File: src/rtl/nnrv_pkg.sv
// rtl/nnrv_pkg.sv - shared constants and index helpers for the nnrv register file
package nnrv_pkg;

  localparam int REG_IDX_W = 5;
  localparam logic [REG_IDX_W-1:0] REG_ZERO = 5'd0;
  localparam int XLEN_DEFAULT = 32;
  localparam int MAX_PORTS = 8;
  localparam int IDX_BUS_W = REG_IDX_W * MAX_PORTS;

  // Flat index buses are zero-padded to IDX_BUS_W so one helper serves every port count.
  function automatic logic [REG_IDX_W-1:0] idx_slice(input logic [IDX_BUS_W-1:0] vec,
                                                     input int k);
    return vec[k*REG_IDX_W +: REG_IDX_W];
  endfunction

  function automatic logic idx_in_range(input logic [REG_IDX_W-1:0] idx, input int reg_num);
    return (idx != REG_ZERO) && (int'(idx) < reg_num);
  endfunction

endpackage

File: src/rtl/nnrv_regfile_sb.sv
// rtl/nnrv_regfile_sb.sv - per-register busy scoreboard: flush > reserve > write clear > hold
module nnrv_regfile_sb
  import nnrv_pkg::*;
#(
  parameter int REG_NUM = 32,
  parameter int NW      = 1
) (
  input  logic                      i_clk,
  input  logic                      i_rst,
  input  logic                      i_rsv_en,
  input  logic [REG_IDX_W-1:0]      i_rsv_idx,
  input  logic                      i_flush,
  input  logic [NW-1:0]             i_clr_en,
  input  logic [NW*REG_IDX_W-1:0]   i_clr_idx,
  output logic [REG_NUM-1:0]        o_busy_vec
);

  localparam int RW = (REG_NUM > 1) ? $clog2(REG_NUM) : 1;

  logic [REG_NUM-1:0] busy_q;
  logic [REG_NUM-1:0] busy_nxt;
  logic [REG_IDX_W-1:0] clr_idx [NW];

  for (genvar j = 0; j < NW; j++) begin : g_clr_idx
    assign clr_idx[j] = i_clr_idx[j*REG_IDX_W +: REG_IDX_W];
  end

  // Later assignments override earlier ones, which encodes the priority order directly.
  always_comb begin
    busy_nxt = busy_q;
    for (int j = 0; j < NW; j++) begin
      if (i_clr_en[j]) begin
        busy_nxt[clr_idx[j][RW-1:0]] = 1'b0;
      end
    end
    if (i_rsv_en && idx_in_range(i_rsv_idx, REG_NUM)) begin
      busy_nxt[i_rsv_idx[RW-1:0]] = 1'b1;
    end
    if (i_flush) begin
      busy_nxt = '0;
    end
    busy_nxt[0] = 1'b0;
  end

  always_ff @(posedge i_clk) begin
    if (!i_rst) begin
      busy_q <= '0;
    end else begin
      busy_q <= busy_nxt;
    end
  end

  assign o_busy_vec = busy_q;

endmodule

File: src/rtl/nnrv_regfile_mp.sv
// rtl/nnrv_regfile_mp.sv - multi-port integer register file with optional bypass and scoreboard
module nnrv_regfile_mp
  import nnrv_pkg::*;
#(
  parameter int XLEN    = XLEN_DEFAULT,
  parameter int REG_NUM = 32,
  parameter int NR      = 2,
  parameter int NW      = 1,
  parameter int BYPASS  = 1
) (
  input  logic                      i_clk,
  input  logic                      i_rst,
  input  logic [NR-1:0]             i_rd_en,
  input  logic [NR*REG_IDX_W-1:0]   i_rd_idx,
  output logic [NR*XLEN-1:0]        o_rd_data,
  output logic [NR-1:0]             o_rd_busy,
  input  logic [NW-1:0]             i_w_en,
  input  logic [NW*REG_IDX_W-1:0]   i_w_idx,
  input  logic [NW*XLEN-1:0]        i_w_data,
  input  logic                      i_rsv_en,
  input  logic [REG_IDX_W-1:0]      i_rsv_idx,
  input  logic                      i_flush,
  output logic [REG_NUM-1:0]        o_busy_vec
);

  localparam int RW = (REG_NUM > 1) ? $clog2(REG_NUM) : 1;

  logic [IDX_BUS_W-1:0] rd_idx_bus;
  logic [IDX_BUS_W-1:0] w_idx_bus;
  logic [REG_IDX_W-1:0] rd_idx [NR];
  logic [REG_IDX_W-1:0] w_idx  [NW];
  logic [NW-1:0]        w_ok;
  logic [XLEN-1:0]      regs   [REG_NUM];
  logic [REG_NUM-1:0]   busy_vec;

  assign rd_idx_bus = IDX_BUS_W'(i_rd_idx);
  assign w_idx_bus  = IDX_BUS_W'(i_w_idx);

  for (genvar k = 0; k < NR; k++) begin : g_rd_idx
    assign rd_idx[k] = idx_slice(rd_idx_bus, k);
  end

  // Writes are gated by reset so nothing issued during reset commits or bypasses.
  for (genvar j = 0; j < NW; j++) begin : g_w_ok
    assign w_idx[j] = idx_slice(w_idx_bus, j);
    assign w_ok[j]  = i_rst && i_w_en[j] && idx_in_range(w_idx[j], REG_NUM);
  end

  always_ff @(posedge i_clk) begin
    if (!i_rst) begin
      for (int r = 0; r < REG_NUM; r++) begin
        regs[r] <= '0;
      end
    end else begin
      for (int j = 0; j < NW; j++) begin
        if (w_ok[j]) begin
          regs[w_idx[j][RW-1:0]] <= i_w_data[j*XLEN +: XLEN];
        end
      end
    end
  end

  // Bypass loop runs low-to-high so the highest write port wins.
  always_comb begin
    o_rd_data = '0;
    o_rd_busy = '0;
    for (int k = 0; k < NR; k++) begin
      if (i_rd_en[k] && idx_in_range(rd_idx[k], REG_NUM)) begin
        o_rd_data[k*XLEN +: XLEN] = regs[rd_idx[k][RW-1:0]];
        o_rd_busy[k]              = busy_vec[rd_idx[k][RW-1:0]];
        if (BYPASS != 0) begin
          for (int j = 0; j < NW; j++) begin
            if (w_ok[j] && (w_idx[j] == rd_idx[k])) begin
              o_rd_data[k*XLEN +: XLEN] = i_w_data[j*XLEN +: XLEN];
              o_rd_busy[k]              = 1'b0;
            end
          end
        end
      end
    end
  end

  nnrv_regfile_sb #(
    .REG_NUM (REG_NUM),
    .NW      (NW)
  ) u_sb (
    .i_clk      (i_clk),
    .i_rst      (i_rst),
    .i_rsv_en   (i_rsv_en),
    .i_rsv_idx  (i_rsv_idx),
    .i_flush    (i_flush),
    .i_clr_en   (w_ok),
    .i_clr_idx  (i_w_idx),
    .o_busy_vec (busy_vec)
  );

  assign o_busy_vec = busy_vec;

endmodule

File: config.mk
export PLATFORM = sky130hd
export DESIGN_NAME = nnrv_regfile_mp
export DESIGN_NICKNAME = d
export VERILOG_FILES = /design/src/rtl/nnrv_pkg.sv /design/src/rtl/nnrv_regfile_sb.sv /design/src/rtl/nnrv_regfile_mp.sv
export SDC_FILE = /design/constraint.sdc
export NUM_CORES = 2
export LEC_CHECK = 0
export BUFFER_PORTS_ARGS = -buffer_cell sky130_fd_sc_hd__buf_2
export CAP_MARGIN = 20
export CORE_MARGIN = 1
export CORE_UTILIZATION = 50
export CTS_CLUSTER_SIZE = 30
export DETAILED_ROUTE_END_ITERATION = 8
export PLACE_DENSITY = 0.77
export SYNTH_ARGS = -nofsm -noshare
export SYNTH_HDL_FRONTEND = slang
export SYNTH_HIERARCHICAL = 1
export SYNTH_SLANG_ARGS = --single-unit
File: constraint.sdc
create_clock -name i_clk -period 7 [get_ports i_clk]
set_input_delay 0.7 -clock i_clk [delete_from_list [all_inputs] [get_ports i_clk]]
set_output_delay 0.7 -clock i_clk [all_outputs]
set_load 0.01 [all_outputs]
After elaboration in Yosys (flattened, before gate mapping)
Memories as Yosys holds them, arrays and structs flattened.
Cells that the tools add are included.
{ "totals": {"n_memories": 1, "regBits": 32, "ramBits": 1024, "in_bits": 59, "out_inout_bits": 98, "elab_cells": 55} }
{ "mem_list": {"columns": ["name", "words", "word_bits", "rd", "rd_ports_with_merged_regs", "write_ports", "line_no", "text"], "rows": [
  ["regs", 32, 32, 2, 0, 32, "nnrv_regfile_mp.sv:33", "logic [XLEN-1:0] regs [REG_NUM];"]
]} }
{ "classes": {"n_lt_le_gt_ge": 6, "muxes": 25, "reduce_logical": 15, "n_bitwise": 4, "eq_ne": 2} }
{ "op_table": {"columns": ["operator", "n"], "rows": [
  ["2-to-1 mux 32 bit", 7],
  ["AND 32 bit", 1],
  ["inverter 32 bit", 1],
  ["bitwise OR 32 bit", 1],
  ["OR reduction 32 bit", 1],
  ["< comparator 5 x 6 -> 1 bit, second input constant", 4],
  ["nonzero test 5 bit", 4],
  ["2-to-1 mux 1 bit", 13],
  ["binary-select mux 1 bit (select 5 bit)", 2],
  ["demux 1 bit (select 5 bit)", 2],
  ["equality test 5 bit", 2],
  ["greater-or-equal comparator 5 x 1 -> 1 bit, second input constant", 2],
  ["logical AND 1 bit", 9],
  ["2-to-1 mux 5 bit", 1],
  ["OR reduction 2 bit", 1],
  ["inverter 1 bit", 1]
]} }

Logic depth before layout (Yosys ltp)
{ "logic_depth": {"word_depth": 9, "ltp_mapped": 10, "ltp_nobuf": 5} }

Cells and area by module
Netlist, hierarchy kept.
{ "modules_own_cells": {"columns": ["mod", "area_each_um2", "instances", "cells_each"], "rows": [
  ["nnrv_regfile_mp", 56073.8, 1, 3873],
  ["nnrv_regfile_sb", 1353.8, 1, 131]
]} }

Worst setup path after synthesis
No wires, ideal clock.
{ "synth_timing": {"path_kind": "input to register", "from": "input port i_w_idx[2]", "to": "memory regs[24][0] (netlist name), enable pin", "t_arrival_ns": 3.973, "setup_slack_ns": 2.561, "cell_stages": 5, "setup_ns": 0.466, "cell_sequence": "buf_2 nor3_1 or4_1 buf_2 o21ai_0"} }
{ "synth_rtl": {"columns": ["item", "line_no", "text"], "rows": [
  ["start: declaration", "nnrv_regfile_mp.sv:18", "input logic [NW*REG_IDX_W-1:0] i_w_idx,"],
  ["end: declaration", "nnrv_regfile_mp.sv:33", null]
]} }

Final worst setup path
{ "layout_timing": {"from": "input port i_rd_idx[3]", "to": "output port o_rd_data[6]"} }
{ "layout_via": {"elab_chain_cells": 4, "word_cells_on_any_way": 7, "cone_classes": "eq/ne (1); mux (2); reduce/logical (3); memory (1)"} }
{ "layout_rtl": {"columns": ["item", "line_no", "text"], "rows": [
  ["start: declaration", "nnrv_regfile_mp.sv:14", "input logic [NR*REG_IDX_W-1:0] i_rd_idx,"],
  ["parallel branches: the longest is 3 deep, another holds memory read (32 x 32 bit)", null, null],
  ["2-to-1 mux 32 bit *", "nnrv_regfile_mp.sv:68", "if (i_rd_en[k] && idx_in_range(rd_idx[k], REG_NUM)) begin"],
  ["end: declaration", "nnrv_regfile_mp.sv:15", "output logic [NR*XLEN-1:0] o_rd_data,"]
]} }
Every way passes the cells marked *.

==> key figures <==
Clock network
  – Clock transition at path regs: 60 ps
  – H-Tree Depth: 3
  – CTS tree: done
  – Bufs on Longest Clock Path: 3
  – Num CTS Buffers: ~110
  – Root buffer cell: clkbuf_16
  – Worst skew pair latency: roughly 690 ps
  – Sink Count: around 1100
  – Setup Fix Bufs, Post-CTS: 0
  – Post_cts resized: 0
  – CTS Hold Bufs: 0

Routing
  – DR vias/cell: about 7.1
  – DR iter-0 viols: 6783
  – # DRC: 0
  – Routed wire length: roughly 200000 um
  – Post-route ant nets: 0
  – Post-DR wirelength/cell: between 30 and 40 um
  – Total number of vias: 39380
  – Drt pass-1 iters: 7

Floorplan
  – Width of the die: about 340 um
  – Row cnt: between 100 and 150
  – Floorplan Core Area: about 110000 um2
  – Die Footprint: between 100000 and 150000 um2
  – Die Ht: between 300 and 400 um
  – IO Count: roughly 160
  – Starting Density: 50.77%

STA
  – Final Critical Period: 4992 ps
  – Slew Viols, Final: 0
  – Worst hold slack: 535.7 ps
  – Setup_tns: 0 ps
  – Setup WS post-layout: 2008 ps
  – Skew final: 0 ps
  – Setup violators final: 0
  – Fmax: 200.3 MHz
  – Rel. slew slack: 12.69%
  – Actual slew at the worst max-slew pin: ~1300 ps
  – RSZ-0062 raised after global routing: false
  – Period utilization: 71.31%
  – Final number of hold-violating endpoints: 0

Synth
  – Ys flop type: edfxtp_1
  – Post-Syn Instances: 4004
  – Post-synthesis register bit count: roughly 1100
  – Number of synthesized flops with an enable pin: slightly above 1000
  – Avg Cell Area, Syn: about 14 um2
  – FFs w/ async S/R, synth: 0%
  – Synthesis warning total: 6
  – Post-synth cell types: between 60 and 70
  – Seq/Total Area, Yosys: a little over half
  – Post-Syn Area: roughly 57000 um2

Global route
  – Gr ovfl total: 0
  – First-pass GRT wire length: 277800 um
  – Total track usage: between 30 and 40%
  – Antenna violations before repair: 13
  – Vias in the first global route: 38300
  – Largest net degree at the start of global routing: 103

Hold path
  – Hold/Removal Path Class: primary input to flip-flop

Critical path
  – Crit start category: primary input
  – Most Frequent Cell on Critical Path: buf_2
  – CP delay by family, top: buffers and inverters
  – CP max-delay cell: nor2_4
  – Maximum fanout along the worst path: 27
  – WS Path Type: primary input to output pin
  – Critical path required time: around 6300 ps
  – CP peak stage delay: 760 ps
  – Nature of the critical path endpoint: output pin
  – CP bufs+invs: 4
  – Critical-path cell list: buf_2 -> buf_4 -> xor2_1 -> nor3_1 -> nand3_1 -> nor2_4 -> buf_12 -> a32o_1 -> buf_2
  – Data arrival, critical path: ~4300 ps

Final layout
  – Layout cell share with drive strength beyond 1: a little under a quarter
  – Commonest non-fill, non-tap cells in the layout: 1024 x edfxtp_1, 993 x and2_1, 425 x mux4_2
  – Layout area overhead: 9.870%
  – Design Area, Final: ~63000 um2
  – Commonest non-fill, non-tap cell in the layout: edfxtp_1
  – Nets: around 4000

Power and ir drop
  – VDD IR max: 0.2137 mV
  – Pwr Total: 14690 uW
  – PwrDens: approximately 230 nW/um2
  – Lkg Pwr: 0.02221 uW

Place
  – Dpl cell area: ~60000 um2
  – IO Port Bufs: between 150 and 200
  – DP HPWL: approximately 120000 um
  – Worst slack at placement: between 2000 and 2500 ps
  – Routability cong.: between 0.9 and 1

Job
  – Max-cap violations: 0

Outcome
  – Status: completed
-- power by group --
part | internal [uW] | leakage [uW] | switching (uW)
sequential | 7260 | 0.0100 | 180
combinational | 740 | 0.0107 | 1160
clock | 2900 | 0.00152 | 2450
total | 10900 | 0.0222 | 3790
-- synth_stat cells (all sizes together) (2+ instances only) --
master,n,area [um2]
nand2b,13,81.33
a22o,2,17.52
nor3b,9,93.85
or3,3,18.77
or4,4,33.78
clkbuf,288,1085
a211o,14,122.6
mux2,33,371.6
nand2,132,498.0
o22ai,61,381.6
and4b,2,20.02
dfxtp,31,620.6
a22oi,36,270.3
xor2,10,87.58
inv,18,67.56
and3,3,20.02
nor2,56,210.2
nor3,42,215.2
nand3b,6,45.04
mux4,425,9572
o21bai,16,135.1
and2,994,6218
and3b,7,63.81
a211oi,46,345.3
a21oi,23,115.1
nor2b,22,145.1
conb,2,7.510
o221ai,49,429.2
edfxtp,1024,30750
a32o,63,630.6
buf,145,888.3
a221o,11,110.1
a221oi,24,210.2
o21ai,56,280.3
mux2i,305,3053
or3b,6,52.55
nand3,13,65.06
-- tightest hold or removal path: cells and delay by family --
| family | cells | cell delay [ps] |
|---|---|---|
| AO/OA/AOI/OAI | 1 | 200 |
| AND/OR/NAND/NOR | 1 | 110 |
| buffers and inverters | 1 | 170 |
-- registers in the layout, summed over array words and instances, names as in the netlist --
register and flops:
u_sb/o_busy_vec 31, regs 1024
-- layer usage --
layer / GRT usage [%] / routed length [um] / vias to the layer above
met5: 0 / 34 / -
met3: 9.988 / 31230 / 750
met2: 49.33 / 86330 / 3657
met4: 19.52 / 13400 / 6
met1: 44.97 / 67290 / 19670
li1: - / - / 15300
-- per-stage QoR --
| step | util, % | std cells |
|---|---|---|
| CTS | 55.63 | 5550 |
| floorplan | - | 4035 |
| finish | 55.78 | 5565 |
| global placement | 52.82 | 5361 |
| global route | 55.76 | 5558 |
| detailed placement | 52.88 | 5364 |
-- logic make-up after synthesis --
logic type | count (synthesis) | share of synthesized area (%)
flip-flops | 1055 | 54.63
AO/OA/AOI/OAI | 406 | 5.401
XOR/XNOR | 10 | 0.1525
multiplexers | 763 | 22.63
other | 2 | 0.01308
AND/OR/NAND/NOR | 1317 | 13.62
buffers and inverters | 451 | 3.554
-- final timing paths --
path	from	end	slack, ps	cells past startpoint
min	i_rsv_idx[4]	u_sb/o_busy_vec[6]$_SDFF_PP0_	540	3
min reg2reg	u_sb/o_busy_vec[21]$_SDFF_PP0_	u_sb/o_busy_vec[21]$_SDFF_PP0_	560	1
max reg2reg	u_sb/o_busy_vec[30]$_SDFF_PP0_	u_sb/o_busy_vec[30]$_SDFF_PP0_	6280	1
max	i_rd_idx[3]	o_rd_data[6]	2010	9
-- layout make-up --
cell class	count	area (um2)
Clock inverter	50	321.6
Antenna cell	8	20.02
Inverter	18	67.56
Fill cell	8771	50020
Clock buffer	136	2786
Tap cell	1500	1877
Timing Repair Buffer	269	1932
Sequential cell	1055	31370
Multi-Input combinational cell	2529	24720
Note: power is estimated with default switching activity, not from simulation.
